### src/rtl/gbe_rxof_pkg.sv
// Shared types and constants for the 10GbE RX overflow event counter.
// The optional GBE_RXOF_SAT_EN build macro is consumed by gbe_rxof_ctr_cell.
package gbe_rxof_pkg;

    localparam int CTR_W_DEFAULT = 32;

    typedef enum logic [1:0] {
        ST_NORMAL  = 2'd0,
        ST_OVF     = 2'd1,
        ST_RECOVER = 2'd2
    } rxof_state_t;

    function automatic logic is_active(input rxof_state_t st);
        return (st != ST_NORMAL) ? 1'b1 : 1'b0;
    endfunction

endpackage

### src/rtl/gbe_rxof_ctr_cell.sv
// Single event counter with enable and synchronous clear.
// Saturates at all-ones when GBE_RXOF_SAT_EN is defined, otherwise wraps modulo 2^W.
module gbe_rxof_ctr_cell #(
    parameter int W = 32
) (
    input  logic         clk,
    input  logic         rst,
    input  logic         en,
    input  logic         clr,
    input  logic         inc,
    output logic [W-1:0] count
);

    localparam logic [W-1:0] ZERO     = {W{1'b0}};
    localparam logic [W-1:0] ONE      = {{(W-1){1'b0}}, 1'b1};
    localparam logic [W-1:0] ALL_ONES = {W{1'b1}};

    // Counter register: clear has priority over an increment in the same cycle.
    always_ff @(posedge clk or posedge rst) begin
        if (rst) begin
            count <= ZERO;
        end else if (clr) begin
            count <= ZERO;
        end else if (en && inc) begin
`ifdef GBE_RXOF_SAT_EN
            if (count != ALL_ONES) begin
                count <= count + ONE;
            end else begin
                count <= count;
            end
`else
            count <= count + ONE;
`endif
        end else begin
            count <= count;
        end
    end

endmodule

### src/rtl/gbe_rxof_counter.sv
// RX buffer overflow tracker: counts overflow events and frames dropped while recovering.
// Build macro GBE_RXOF_SAT_EN selects saturating (defined) or wrapping (undefined) counters.
module gbe_rxof_counter
    import gbe_rxof_pkg::*;
#(
    parameter int CTR_W = CTR_W_DEFAULT
) (
    input  logic             user_clk,
    input  logic             user_rst,
    input  logic             rx_overflow,
    input  logic             rx_valid,
    input  logic             rx_eof,
    input  logic             ctr_en,
    input  logic             ctr_clr,
    output logic [CTR_W-1:0] ofctr_out,
    output logic [CTR_W-1:0] dropctr_out,
    output logic             of_active
);

    rxof_state_t state_r;
    rxof_state_t state_next_s;
    logic        ovf_prev_r;
    logic        ovf_armed_r;
    logic        ovf_rise_s;
    logic        frame_end_s;
    logic        drop_inc_s;

    // Edge detection is only armed once rx_overflow has been seen low since reset,
    // so an overflow already in progress at reset release is never counted.
    always_comb begin
        ovf_rise_s  = rx_overflow & ~ovf_prev_r & ovf_armed_r;
        frame_end_s = rx_valid & rx_eof;
        drop_inc_s  = frame_end_s & is_active(state_r);
    end

    // Next-state logic.
    always_comb begin
        state_next_s = state_r;
        case (state_r)
            ST_NORMAL: begin
                if (ovf_rise_s) begin
                    state_next_s = ST_OVF;
                end else begin
                    state_next_s = ST_NORMAL;
                end
            end
            ST_OVF: begin
                if (!rx_overflow) begin
                    state_next_s = ST_RECOVER;
                end else begin
                    state_next_s = ST_OVF;
                end
            end
            ST_RECOVER: begin
                if (ovf_rise_s) begin
                    state_next_s = ST_OVF;
                end else if (frame_end_s && !rx_overflow) begin
                    state_next_s = ST_NORMAL;
                end else begin
                    state_next_s = ST_RECOVER;
                end
            end
            default: begin
                state_next_s = ST_NORMAL;
            end
        endcase
    end

    // State, edge-detect history and the registered activity flag.
    always_ff @(posedge user_clk or posedge user_rst) begin
        if (user_rst) begin
            state_r     <= ST_NORMAL;
            ovf_prev_r  <= 1'b0;
            ovf_armed_r <= 1'b0;
            of_active   <= 1'b0;
        end else begin
            state_r     <= state_next_s;
            ovf_prev_r  <= rx_overflow;
            ovf_armed_r <= ovf_armed_r | ~rx_overflow;
            of_active   <= is_active(state_next_s);
        end
    end

    gbe_rxof_ctr_cell #(
        .W (CTR_W)
    ) u_ofctr (
        .clk   (user_clk),
        .rst   (user_rst),
        .en    (ctr_en),
        .clr   (ctr_clr),
        .inc   (ovf_rise_s),
        .count (ofctr_out)
    );

    gbe_rxof_ctr_cell #(
        .W (CTR_W)
    ) u_dropctr (
        .clk   (user_clk),
        .rst   (user_rst),
        .en    (ctr_en),
        .clr   (ctr_clr),
        .inc   (drop_inc_s),
        .count (dropctr_out)
    );

endmodule

### config.mk
export PLATFORM = sky130hd
export DESIGN_NAME = gbe_rxof_counter
export DESIGN_NICKNAME = d
export VERILOG_FILES = /design/src/rtl/gbe_rxof_pkg.sv /design/src/rtl/gbe_rxof_ctr_cell.sv /design/src/rtl/gbe_rxof_counter.sv
export SDC_FILE = /design/constraint.sdc
export NUM_CORES = 1
export LEC_CHECK = 0
export ABC_AREA = 1
export ABC_CLOCK_PERIOD_IN_PS = 2050
export CAP_MARGIN = 25
export CORE_ASPECT_RATIO = 1.1
export CORE_MARGIN = 2
export CORE_UTILIZATION = 45
export CTS_BUF_LIST = sky130_fd_sc_hd__clkbuf_8 sky130_fd_sc_hd__clkbuf_16
export DETAILED_ROUTE_END_ITERATION = 7
export PLACE_DENSITY = 0.66
export SYNTH_ARGS = -nofsm -noshare
export SYNTH_HDL_FRONTEND = slang
export SYNTH_HIERARCHICAL = 1
export SYNTH_SLANG_ARGS = --single-unit
### constraint.sdc
create_clock -name user_clk -period 2.05 [get_ports user_clk]
set_input_delay 0.41 -clock user_clk [delete_from_list [all_inputs] [get_ports user_clk]]
set_output_delay 0.41 -clock user_clk [all_outputs]
set_load 0.01 [all_outputs]
==> Word-level counts from Yosys, hierarchy flattened <==
Index checks and enable logic that the tools add are counted.
Widths: inputs -> output; s select.
{ "word_totals": {"wordCells": 37, "regBits": 69, "output_inout_bits": 65} }
{ "classes": {"add_sub_neg": 2, "n_bitwise": 7, "n_reduce_logical": 9, "mux": 11, "n_eq_ne": 2} }
{ "op_table": {"columns": ["op", "n"], "rows": [
  ["$mux 32", 4],
  ["$add 32x1->32 const B", 2],
  ["$reduce_bool 2->1", 4],
  ["$mux 2", 3],
  ["$pmux 2 s3", 1],
  ["$and 1x1->1", 4],
  ["$logic_and 1x1->1", 3],
  ["$mux 1", 3],
  ["$eq 2x1->1 const B", 1],
  ["$eq 2x2->1 const B", 1],
  ["$logic_not 2->1", 1],
  ["$not 1->1", 2],
  ["$logic_not 1->1", 1],
  ["$or 1x1->1", 1]
]} }

==> Longest topological paths before layout <==
Gate-level depths: netlist of the first run.
{ "depth": {"depth_word": 7, "depth_mapped": 10, "mapped_depth_nobuf": 10} }

==> Modules after synthesis <==
Netlist of the first run, hierarchy kept.
{ "by_module_without_submodules": {"columns": ["mod", "cells_each", "area_each_um2", "n_inst", "seq_area_each_um2"], "rows": [
  ["gbe_rxof_ctr_cell", 277, 1899.3, 2, 800.8],
  ["gbe_rxof_counter", 24, 215.2, 1, 125.1]
]} }

==> Worst setup path before layout of the first run <==
No wires, ideal clock.
{ "synth_timing": {"kind": "register to register", "from": "reg state_r[0]", "to": "reg u_dropctr.count[10]", "n_path_buf": 0, "synth_period_minus_slack_ns": 1.432, "path_stages_with_launch": 10, "t_arrival_ns": 1.315, "required_time_ns": 1.933, "setup_ns": 0.117, "setup_slack_ns": 0.618, "path_cell_list": "dfrtp_1 > o211a_1 > nand2_2 > inv_1 > nor2_1 > inv_1 > nand4_1 > nand2_1 > nand2_1 > nor2_1"} }
{ "synth_via": {"elab_chain_cells": 5} }
{ "synth_rtl": {"columns": ["item", "line_no", "text"], "rows": [
  ["start, declared", "gbe_rxof_counter.sv:20", "rxof_state_t state_r;"],
  ["start signal, assigned", "gbe_rxof_counter.sv:77", "state_r <= state_next_s;"],
  ["$reduce_bool 2->1", "gbe_rxof_pkg.sv:14", "return (st != ST_NORMAL) ? 1'b1 : 1'b0;"],
  ["$mux 1", "gbe_rxof_pkg.sv:14", null],
  ["$and 1x1->1", "gbe_rxof_counter.sv:33", "drop_inc_s = frame_end_s & is_active(state_r);"],
  ["net drop_inc_s", "gbe_rxof_counter.sv:26", "logic drop_inc_s;"],
  ["$logic_and 1x1->1", "gbe_rxof_ctr_cell.sv:24", "end else if (en && inc) begin"],
  ["$reduce_bool 2->1 (no source line)", null, null],
  ["end signal, assigned", "gbe_rxof_ctr_cell.sv:32", "count <= count + ONE;"],
  ["end signal, assigned", "gbe_rxof_ctr_cell.sv:35", "count <= count;"],
  ["end, declared", "gbe_rxof_ctr_cell.sv:11", "output logic [W-1:0] count"]
]} }
The timed path passes the listed nets, and every way through them passes these cells.
A chain may end at the register's enable or synchronous reset.

==> Worst setup path in the final report of the first run <==
{ "layout_timing": {"from": "reg u_dropctr.count[19]", "to": "out dropctr_out[19]"} }
{ "layout_rtl": {"columns": ["item", "line_no", "text"], "rows": [
  ["end, declared", "gbe_rxof_counter.sv:16", "output logic [CTR_W-1:0] dropctr_out,"]
]} }
No word-level cell between the ends.

==> out/results.tsv, run 1 <==
stage	metric	value	unit
run_status	status	complete, no violations	
worst_setup_path	cp_num_buf_inv	1	
place	dp_hpwl	7.75	mm
worst_setup_path	arrival	1.41	ns
place	gp_congestion	0.924	
synthesis	synth_adder_area_share	0.00623	
synthesis	synth_top_family_by_area	simple AND/OR/NAND/NOR gates	
worst_setup_path	cpPeakStageDelay	0.59	ns
place	io_buffers	71	
finish	layout.area.seq	0.00173	mm^2
global_routing	antenna_found_initial	0	
cts	htreeDepth	3	
synthesis	ys_seq_area_frac	0.430	
sta	fin_ws	0.229	ns
global_routing	grt_pass1_wl	17.3	mm
global_routing	grt_pass1_vias	3781	
worst_setup_path	slowest_stage	clkdlybuf4s50_1	
synthesis	ys_ff_latch	69	
finish	fillCellCount	848	
floorplan	num_io_pins	72	
synthesis	synth.mux.area_fraction	0	
detailed_routing	drtIter0Drc	202	
detailed_routing	wirelength	10.4	mm
global_routing	track_usage	0.228	
worst_setup_path	worstPathMaxFanout	6	
floorplan	std_cell_rows	36	
global_routing	grt_max_degree	33	
sta	rsz0062_at_grt	false	
worst_setup_path	start_kind	flip-flop	
detailed_routing	viasPerCell	5.10	
detailed_routing	drt-wirelength-per-cell	13.2	um
synthesis	synth_xor_area_frac	0.00436	
sta	final_max_slew_viol_count	0	
sta	fin_crit	1.82	ns
place	pre_cts_ws	-0.0335	ns
floorplan	die_w	94.1	um
detailed_routing	first_pass_iters	4	
worst_setup_path	worstSetupPathType	flip-flop to primary output	
sta	tightest_slew	0.424	ns
synthesis	synth_area	0.00401	mm^2
synthesis	synth-edff-count	0	
cts	cts_root_buf	clkbuf_8	
floorplan	floorplan.initialDensity	0.457	
worst_setup_path	crit_required	1.64	ns
cts	post_cts_resized	0	
cts	postCtsHoldBufs	0	
floorplan	core	0.00878	mm^2
cts	cts_buffers	9	
cts	clockBufferDepth	2	
finish	multi_input_area	0.00199	mm^2
power_and_ir_drop	vdd_ir_drop_max	0.349	mV
finish	diodes	0	
sta	finalCritPeriodShare	0.888	
sta	hold_violations	0	
worst_setup_path	crit_chain	clkdlybuf4s50_1	
worst_setup_path	r2r_slack	0.38	ns
cts	post_cts_buffers	0	
synthesis	synth_area_leaders	dfrtp_1 (43%), nand2_1 (14%), nor2_1 (11%)	
finish	syn_to_final_growth	27.7	%
sta	finalSetupViolations	0	
worst_setup_path	reg2reg_from	state_r[0]	
synthesis	avgSynthCellArea	6.94	um^2
power_and_ir_drop	leakage	2.29	nW
finish	post-route-util	0.584	
synthesis	yosys.area_share.simple	0.407	
synthesis	synth_compound_area_frac	0.0786	
synthesis	yosys.cell_types.count	22	
sta	max_freq	0.549	GHz
synthesis	synth_common_cells	nand2_1 (153), nor2_1 (119), dfrtp_1 (69), inv_1 (67), nand3_1 (46)	
global_routing	grt-ovfl-total	0	
worst_setup_path	startpoint	u_dropctr/count[19]	
synthesis	syn-num-nets	587	
worst_hold_path	hp-class	input port to async pin	
synthesis	yosysMostFrequentCell	nand2_1	
floorplan	die_area	0.00969	mm^2
synthesis	synthArstFlopShare	1.00	
cts	clkTransAtPathRegs	0.08	ns
synthesis	synth-main-ff-cell	dfrtp_1	
detailed_routing	drtAntennaViolNets	0	
synthesis	yosysWarnings	6	
finish	layout.nets	675	
cts	clock_sinks	69	
sta	clock_skew	0.00557	ns
flow_run	cap_violations	0	
sta	maxSlewHeadroom	0.717	
power_and_ir_drop	powerDensity	524	mW/mm^2
synthesis	synth_top_area_frac	0.430	
synthesis	syn_inst	578	
worst_setup_path	crit_family	buffers and inverters	
detailed_routing	vias	4007	
worst_setup_path	critPathCaptureType	primary output	
floorplan	fp.dieH	103	um
synthesis	synth_top_area_cell	dfrtp_1	
cts	cts_tree	yes	
finish	post_route_cells_drive_above_1_share	0.0984	
detailed_routing	drc_errors	0	
cts	clkLatencyLatePin	0.35	ns
-- cells in the final DEF, fill, tap and decap left out, drive strengths merged --
cell type / synthesis / routed
buf: 0 / 12
nand3b: 1 / 1
xor2: 2 / 2
nor2: 147 / 147
o211a: 1 / 1
clkinv: 0 / 2
a211oi: 2 / 2
a22oi: 2 / 2
inv: 67 / 67
a21oi: 36 / 36
clkdlybuf4s50: 0 / 71
nand3: 46 / 46
nand4: 14 / 14
or2: 1 / 1
nor3: 1 / 1
bufinv: 0 / 1
dfrtp: 69 / 69
a31oi: 4 / 4
clkinvlp: 0 / 3
o21ai: 14 / 14
ha: 2 / 2
clkbuf: 6 / 10
nand2: 163 / 163
-- state kept, by name (all words and copies together) (netlist names) --
name / flops
ovf_prev_r: 1
u_ofctr/count: 32
ovf_armed_r: 1
of_active: 1
state_r: 2
u_dropctr/count: 32
-- metrics by stage --
step / cell area, um^2 / setup TNS (ns) / power (mW) / std cells / hold WS, ns
floorplan: 4010 / 0 / 1.51 / 578 / 0.189
finish: 5130 / 0 / 2.69 / 785 / 0.320
CTS: 5130 / 0 / 2.71 / 785 / 0.330
detailed placement: 4930 / -0.158 / 1.57 / 769 / 0.484
global placement: 4930 / 0 / 1.57 / 769 / 0.479
global route: 5130 / 0 / 2.80 / 785 / 0.329
-- metal layers --
layer / part of all wire / GRT usage
met2: 0.49 / 0.398
met1: 0.44 / 0.282
met4: 0.022 / 0.0914
met5: 0 / 0
met3: 0.048 / 0.0373
-- cell type report --
cell class	count	share of cell area
Multi-Input combinational cell	436	0.389
Sequential cell	69	0.337
Tap cell	114	0.0278
Inverter	67	0.0490
Clock buffer	10	0.0268
Timing Repair Buffer	83	0.159
Clock inverter	6	0.0122
-- report_power, final --
| part | switching (mW) | leakage (nW) | total (mW) | internal [mW] |
|---|---|---|---|---|
| sequential | 0.0100 | 0.952 | 1.38 | 1.37 |
| combinational | 0.101 | 1.24 | 0.160 | 0.0592 |
| clock | 0.551 | 0.0943 | 1.14 | 0.590 |
-- worst paths after layout --
kind                            cells after the start             endpoint
worst min-delay path                                2           state_r[1]
max in group asynchronous                           3  u_dropctr/count[18]
min in group user_clk                               1          ovf_armed_r
worst max register to register                      9  u_dropctr/count[10]
worst max-delay path                                1      dropctr_out[19]
worst min register to register                      1          ovf_armed_r
-- logic make-up after synthesis --
logic type,Yosys count
AOI/OAI and AO/OA,59
xor gates and xnor gates,2
adders and majority gates,2
buffers and inverters,73
DFF,69
and+or+nand+nor,373
Power figures use the tool's default switching activity.
==> run 2, diff against run 1 <==
Settings changed: CELL_PAD_IN_SITES_DETAIL_PLACEMENT from default to 2, CELL_PAD_IN_SITES_GLOBAL_PLACEMENT from default to 2, CORE_UTILIZATION 45 to 29, PLACE_DENSITY 0.66 to 0.76, REMOVE_ABC_BUFFERS from default to 1.
==> out/results.tsv, run 2 (synthesis gave the netlist of run 1 again) <==
stage	metric	value	unit	change
run_status	status	complete, no violations		
floorplan	die_area	0.0148	mm^2	+53%
sta	maxSlewHeadroom	0.703		-0.0147
sta	rsz0062_at_grt	false		
detailed_routing	drt-wirelength-per-cell	16.2	um	+22%
worst_hold_path	hp-class	input port to async pin		
place	gp_congestion	0.812		-12%
detailed_routing	vias	4148		+3.5%
sta	finalCritPeriodShare	0.887		-0.00176
power_and_ir_drop	powerDensity	560	mW/mm^2	+6.9%
global_routing	antenna_found_initial	0		unchanged
finish	final_common_cell	nand2_1		
finish	largest_registers	u_dropctr/count (32), u_ofctr/count (32), state_r (2)		
sta	timing.hold.ws	0.338	ns	+0.0179 ns
worst_setup_path	start_kind	flip-flop		
cts	clkTransAtPathRegs	0.06	ns	-0.02 ns
finish	fillCellCount	1623		+91%
cts	post_cts_resized	0		unchanged
floorplan	fp.dieH	127	um	+24%
detailed_routing	drtAntennaViolNets	0		unchanged
cts	cts_buffers	9		unchanged
worst_setup_path	crit_chain	clkdlybuf4s50_1		
sta	hold_violations	0		unchanged
sta	max_freq	0.550	GHz	+0.20%
place	placed_cells	847		+10%
sta	tightest_slew	0.446	ns	+0.0221 ns
finish	diodes	0		unchanged
detailed_routing	drc_errors	0		unchanged
worst_setup_path	cp.depth	1		unchanged
sta	fin_crit	1.82	ns	-0.00360 ns
global_routing	grt_pass1_vias	4648		+23%
finish	multi_input_area	0.00199	mm^2	unchanged
cts	cts_tree	yes		
detailed_routing	viasPerCell	4.81		-5.7%
finish	final_cells	862		+9.8%
finish	post_route_cells_drive_above_1_share	0.0979		-0.000438
floorplan	std_cell_rows	45		+25%
finish	mostFrequentLayoutCells	nand2_1 (153), nor2_1 (119), clkdlybuf4s50_1 (71)		
floorplan	num_io_pins	72		unchanged
cts	htreeDepth	3		unchanged
detailed_routing	drtIter0Drc	126		-38%
finish	syn_to_final_growth	32.9	%	
global_routing	grt-ovfl-total	0		unchanged
place	io_buffers	71		unchanged
sta	final_max_slew_viol_count	0		unchanged
worst_setup_path	r2r_cells	7		-2
floorplan	core	0.0137	mm^2	+56%
cts	clockBufferDepth	2		unchanged
worst_setup_path	cpPeakStageDelay	0.59	ns	about the same
place	place_area	0.00507	mm^2	+3.0%
finish	post-route-util	0.390		-0.194
finish	layout.area.seq	0.00173	mm^2	unchanged
cts	clock_sinks	69		unchanged
sta	fin_ws	0.233	ns	+0.00360 ns
sta	clock_skew	0.00381	ns	-0.00176 ns
finish	layout.nets	679		+0.59%
global_routing	grt_max_degree	33		unchanged
cts	post_cts_buffers	0		unchanged
global_routing	grt_pass1_wl	23.5	mm	+36%
cts	cts_root_buf	clkbuf_16		
power_and_ir_drop	leakage	2.37	nW	+3.4%
floorplan	die_w	116	um	+24%
floorplan	floorplan.initialDensity	0.293		-0.164
sta	finalSetupViolations	0		unchanged
flow_run	cap_violations	0		unchanged
detailed_routing	wirelength	13.9	mm	+34%
global_routing	track_usage	0.202		-0.0256
worst_setup_path	critPathCaptureType	primary output		
worst_setup_path	worstPathMaxFanout	6		unchanged
worst_setup_path	crit_required	1.64	ns	about the same
detailed_routing	first_pass_iters	4		unchanged
power_and_ir_drop	vdd_ir_drop_max	0.274	mV	-22%
worst_setup_path	crit_family	buffers and inverters		
worst_setup_path	slowest_stage	clkdlybuf4s50_1		
cts	clkLatencyLatePin	0.34	ns	about the same
worst_setup_path	arrival	1.41	ns	about the same
place	dp_hpwl	10.9	mm	+40%
cts	postCtsHoldBufs	0		unchanged
place	pre_cts_ws	-0.0818	ns	-0.0483 ns
worst_setup_path	worstSetupPathType	flip-flop to primary output		
finish	final_cell_area	0.00534	mm^2	+4.1%
worst_setup_path	cp_num_buf_inv	1		unchanged
-- run 2: final cells by class --
type / instances / share of cell area
Timing Repair Buffer: 87 / 0.163
Inverter: 67 / 0.0471
Clock buffer: 10 / 0.0448
Clock inverter: 5 / 0.00399
Sequential cell: 69 / 0.324
Tap cell: 188 / 0.0441
Multi-Input combinational cell: 436 / 0.374
-- run 2: layer usage --
layer | up-vias | wire [um] | share of wire | GRT usage
met5 | - | 0 | 0 | 0
met4 | 0 | 231 | 0.017 | 0.0665
met3 | 14 | 266 | 0.019 | 0.0232
met2 | 55 | 7570 | 0.54 | 0.375
met1 | 2063 | 5870 | 0.42 | 0.239
li1 | 2016 | - | - | -
-- run 2: where the power goes --
part,internal [mW],switching [mW]
Combinational,0.0692,0.112
Sequential,1.38,0.0114
Clock,0.827,0.592
Total,2.27,0.715
-- run 2: path summary, 6_finish.rpt --
kind	startpoint	end	slack, ns
worst min register to register	ovf_armed_r	ovf_armed_r	0.50
min in group user_clk	ovf_armed_r	ovf_armed_r	0.50
worst max register to register	state_r[0]	u_dropctr/count[16]	0.32
worst min-delay path	user_rst	ovf_prev_r	0.34
max in group asynchronous	user_rst	u_dropctr/count[31]	1.18
worst max-delay path	u_dropctr/count[19]	dropctr_out[19]	0.23
-- run 2: through the flow --
step	power (mW)	TNS, ns
3_5_place_dp	1.60	-0.688
5_1_grt	3.10	0
3_3_place_gp	1.59	-0.00738
2_1_floorplan	1.50	0
6_report	2.99	0
4_1_cts	3.03	0
==> run 3, diff against run 2 <==
Settings changed: ABC_CLOCK_PERIOD_IN_PS 2050 to 1600, CORE_UTILIZATION 29 to 26, PLACE_DENSITY 0.76 to 0.72.
Clock period 2.05 ns to 1.6 ns, I/O delays scaled along.
==> out/results.tsv, run 3 (synthesis gave the netlist of run 1 again) <==
stage	metric	value	unit	change
run_status	status	complete, no violations		
worst_setup_path	r2r_slack	0.05	ns	-0.27 ns
detailed_routing	vias	4420		+6.6%
worst_setup_path	cp-endpoint	ofctr_out[23]		
cts	clkTransAtPathRegs	0.05	ns	about the same
detailed_routing	wirelength	15.8	mm	+14%
floorplan	floorplan.initialDensity	0.267		-0.0267
power_and_ir_drop	vdd_ir_drop_max	0.400	mV	+46%
floorplan	std_cell_rows	47		+4.4%
global_routing	grt-ovfl-total	0		unchanged
worst_hold_path	hp-class	input port to async pin		
sta	max_freq	0.642	GHz	
floorplan	die_w	122	um	+5.4%
detailed_routing	drtIter0Drc	144		+14%
sta	hold_violations	0		unchanged
worst_setup_path	r2r-end	u_ofctr/count[22]		
power_and_ir_drop	p_total	3.91	mW	+31%
sta	fin_crit	1.56	ns	
power_and_ir_drop	pwr-share-comb	0.073		+0.012
detailed_routing	routed.top_layer	met4		
power_and_ir_drop	powerDensity	653	mW/mm^2	+17%
finish	layout.nets	728		+7.2%
worst_setup_path	cp_num_buf_inv	1		unchanged
worst_setup_path	slowest_stage	clkdlybuf4s50_1		
power_and_ir_drop	p_int	2.94	mW	+29%
place	placed_cells	871		+2.8%
detailed_routing	viasPerCell	4.81		about the same
detailed_routing	wl_met1	6.40	mm	+9.1%
worst_setup_path	crit_family	buffers and inverters		
power_and_ir_drop	clkPwrFrac	0.473		-0.002
place	dp_hpwl	11.3	mm	+3.9%
cts	cts_root_buf	clkbuf_16		
worst_setup_path	cp.depth	1		unchanged
worst_setup_path	arrival	1.24	ns	-0.17 ns
worst_setup_path	worstPathMaxFanout	2		-4
floorplan	die_area	0.0164	mm^2	+11%
sta	clock_skew	0.00681	ns	+0.00300 ns
sta	finalCritPeriodShare	0.973		
worst_setup_path	crit_required	1.28	ns	-0.36 ns
cts	cts_buffers	9		unchanged
detailed_routing	wl_met3	548	um	+110%
power_and_ir_drop	sw_frac_of_total	0.248		+0.00852
global_routing	antenna_found_initial	1		+1
finish	final_cells	919		+6.6%
cts	htreeDepth	3		unchanged
worst_setup_path	crit_chain	clkdlybuf4s50_1		
floorplan	fp.dieH	134	um	+5.4%
power_and_ir_drop	seqPwrFrac	0.453		-0.012
worst_setup_path	worstSetupPathType	flip-flop to primary output		
sta	final_max_slew_viol_count	0		unchanged
power_and_ir_drop	switchingPower	0.968	mW	+35%
finish	mostFrequentLayoutCells	nand2_1 (149), nor2_1 (111), inv_1 (63)		
global_routing	grt_pass1_wl	25.8	mm	+9.9%
place	gp_congestion	0.813		+0.12%
place	pre_cts_ws	-0.660	ns	-0.578 ns
detailed_routing	drt-wirelength-per-cell	17.2	um	+6.6%
sta	tightest_slew	0.433	ns	-0.0127 ns
sta	fin_ws	0.0433	ns	-0.189 ns
global_routing	grt_max_degree	33		unchanged
floorplan	core	0.0151	mm^2	+10%
power_and_ir_drop	leakage	3.08	nW	+30%
sta	maxSlewHeadroom	0.710		+0.00758
worst_setup_path	cpPeakStageDelay	0.54	ns	-0.05 ns
finish	final_common_cell	nand2_1		
flow_run	cap_violations	0		unchanged
finish	syn_to_final_growth	49.1	%	
worst_setup_path	start_kind	flip-flop		
sta	timing.hold.ws	0.263	ns	-0.0743 ns
finish	largest_registers	u_dropctr/count (32), u_ofctr/count (32), state_r (2)		
worst_setup_path	reg2reg_from	ovf_prev_r		
global_routing	grt_pass1_vias	5013		+7.9%
detailed_routing	drtAntennaViolNets	0		unchanged
sta	finalSetupViolations	0		unchanged
sta	tns	0	ns	unchanged
detailed_routing	drc_errors	0		unchanged
detailed_routing	wl_met2	8.69	mm	+15%
cts	cts_tree	yes		
place	io_buffers	71		unchanged
detailed_routing	first_pass_iters	4		unchanged
floorplan	num_io_pins	72		unchanged
finish	post_route_cells_drive_above_1_share	0.230		+0.132
worst_setup_path	critPathCaptureType	primary output		
finish	diodes	0		unchanged
worst_setup_path	startpoint	u_ofctr/count[23]		
global_routing	track_usage	0.203		+0.00124
worst_setup_path	r2r_cells	9		+2
sta	rsz0062_at_grt	true		
cts	clkLatencyLatePin	0.34	ns	about the same
cts	clockBufferDepth	2		unchanged
cts	clock_sinks	69		unchanged
[run 3: changes by cell type in the layout (fill, tap and decap cells not counted), moves of 12 or more]
cell             previous run  this run
buf_4                      13        60
dfrtp_2                     0        17
dlymetal6s2s_1              0        16
nor2_4                      8        26
clkdlybuf4s50_1            71        16
nand3_1                    46        34
dfrtp_1                    69        52
dlygate4sd2_1               0        39
[run 3: worst min path at each step]
stage           startpoint     endpoint  slack [ns]  cells past startpoint
2_1_floorplan     user_rst    of_active         0.1                      1
3_3_place_gp   ovf_armed_r  ovf_armed_r        0.47                      1
3_5_place_dp   ovf_armed_r  ovf_armed_r        0.49                      1
4_1_cts           user_rst    of_active        0.27                      2
5_1_grt           user_rst   ovf_prev_r        0.28                      2
6_report          user_rst    of_active        0.26                      2
[run 3: cell type report]
| type | instances | area, um^2 |
|---|---|---|
| Fill cell | 1813 | 9070 |
| Sequential cell | 69 | 1750 |
| Clock inverter | 5 | 21.3 |
| Inverter | 67 | 259 |
| Multi-Input combinational cell | 436 | 2220 |
| Clock buffer | 10 | 239 |
| Tap cell | 196 | 245 |
| Timing Repair Buffer | 136 | 1250 |
[run 3: layer usage]
metal | up-vias | GRT usage
met2 | 72 | 0.376
li1 | 2117 | -
met4 | 0 | 0.0536
met3 | 19 | 0.0438
met5 | - | 0
met1 | 2212 | 0.233
[run 3: stage by stage]
stage / util / area (um^2)
2_1_floorplan: - / 3970
3_3_place_gp: 0.347 / 5220
3_5_place_dp: 0.347 / 5220
4_1_cts: 0.384 / 5780
5_1_grt: 0.398 / 5980
6_report: 0.398 / 5980
[run 3: timing repair]
| action | in CTS | in global routing |
|---|---|---|
| pin swaps | 8 | 15 |
| setup endpoints to repair | 103 | 64 |
| resized for setup | 84 | 50 |
| setup buffers | 28 | 5 |
| hold buffers | 0 | 0 |
[run 3: worst register-to-register path: stages (launching register included)]
cell	delay [ns]
dfrtp_1	0.38
nand3b_1	0.19
inv_2	0.10
nand2_4	0.09
nor2_4	0.14
nand3_4	0.13
nor2_4	0.21
nand3_2	0.10
nand2_2	0.07
nor2_1	0.03
[run 3: power groups by stage]
stage	sequential (mW)	combinational [mW]	clock, mW
3_5_place_dp	1.80	0.272	0
6_report	1.77	0.287	1.85
5_1_grt	1.77	0.317	1.99
2_1_floorplan	1.81	0.110	0
4_1_cts	1.77	0.281	1.90
3_3_place_gp	1.80	0.263	0
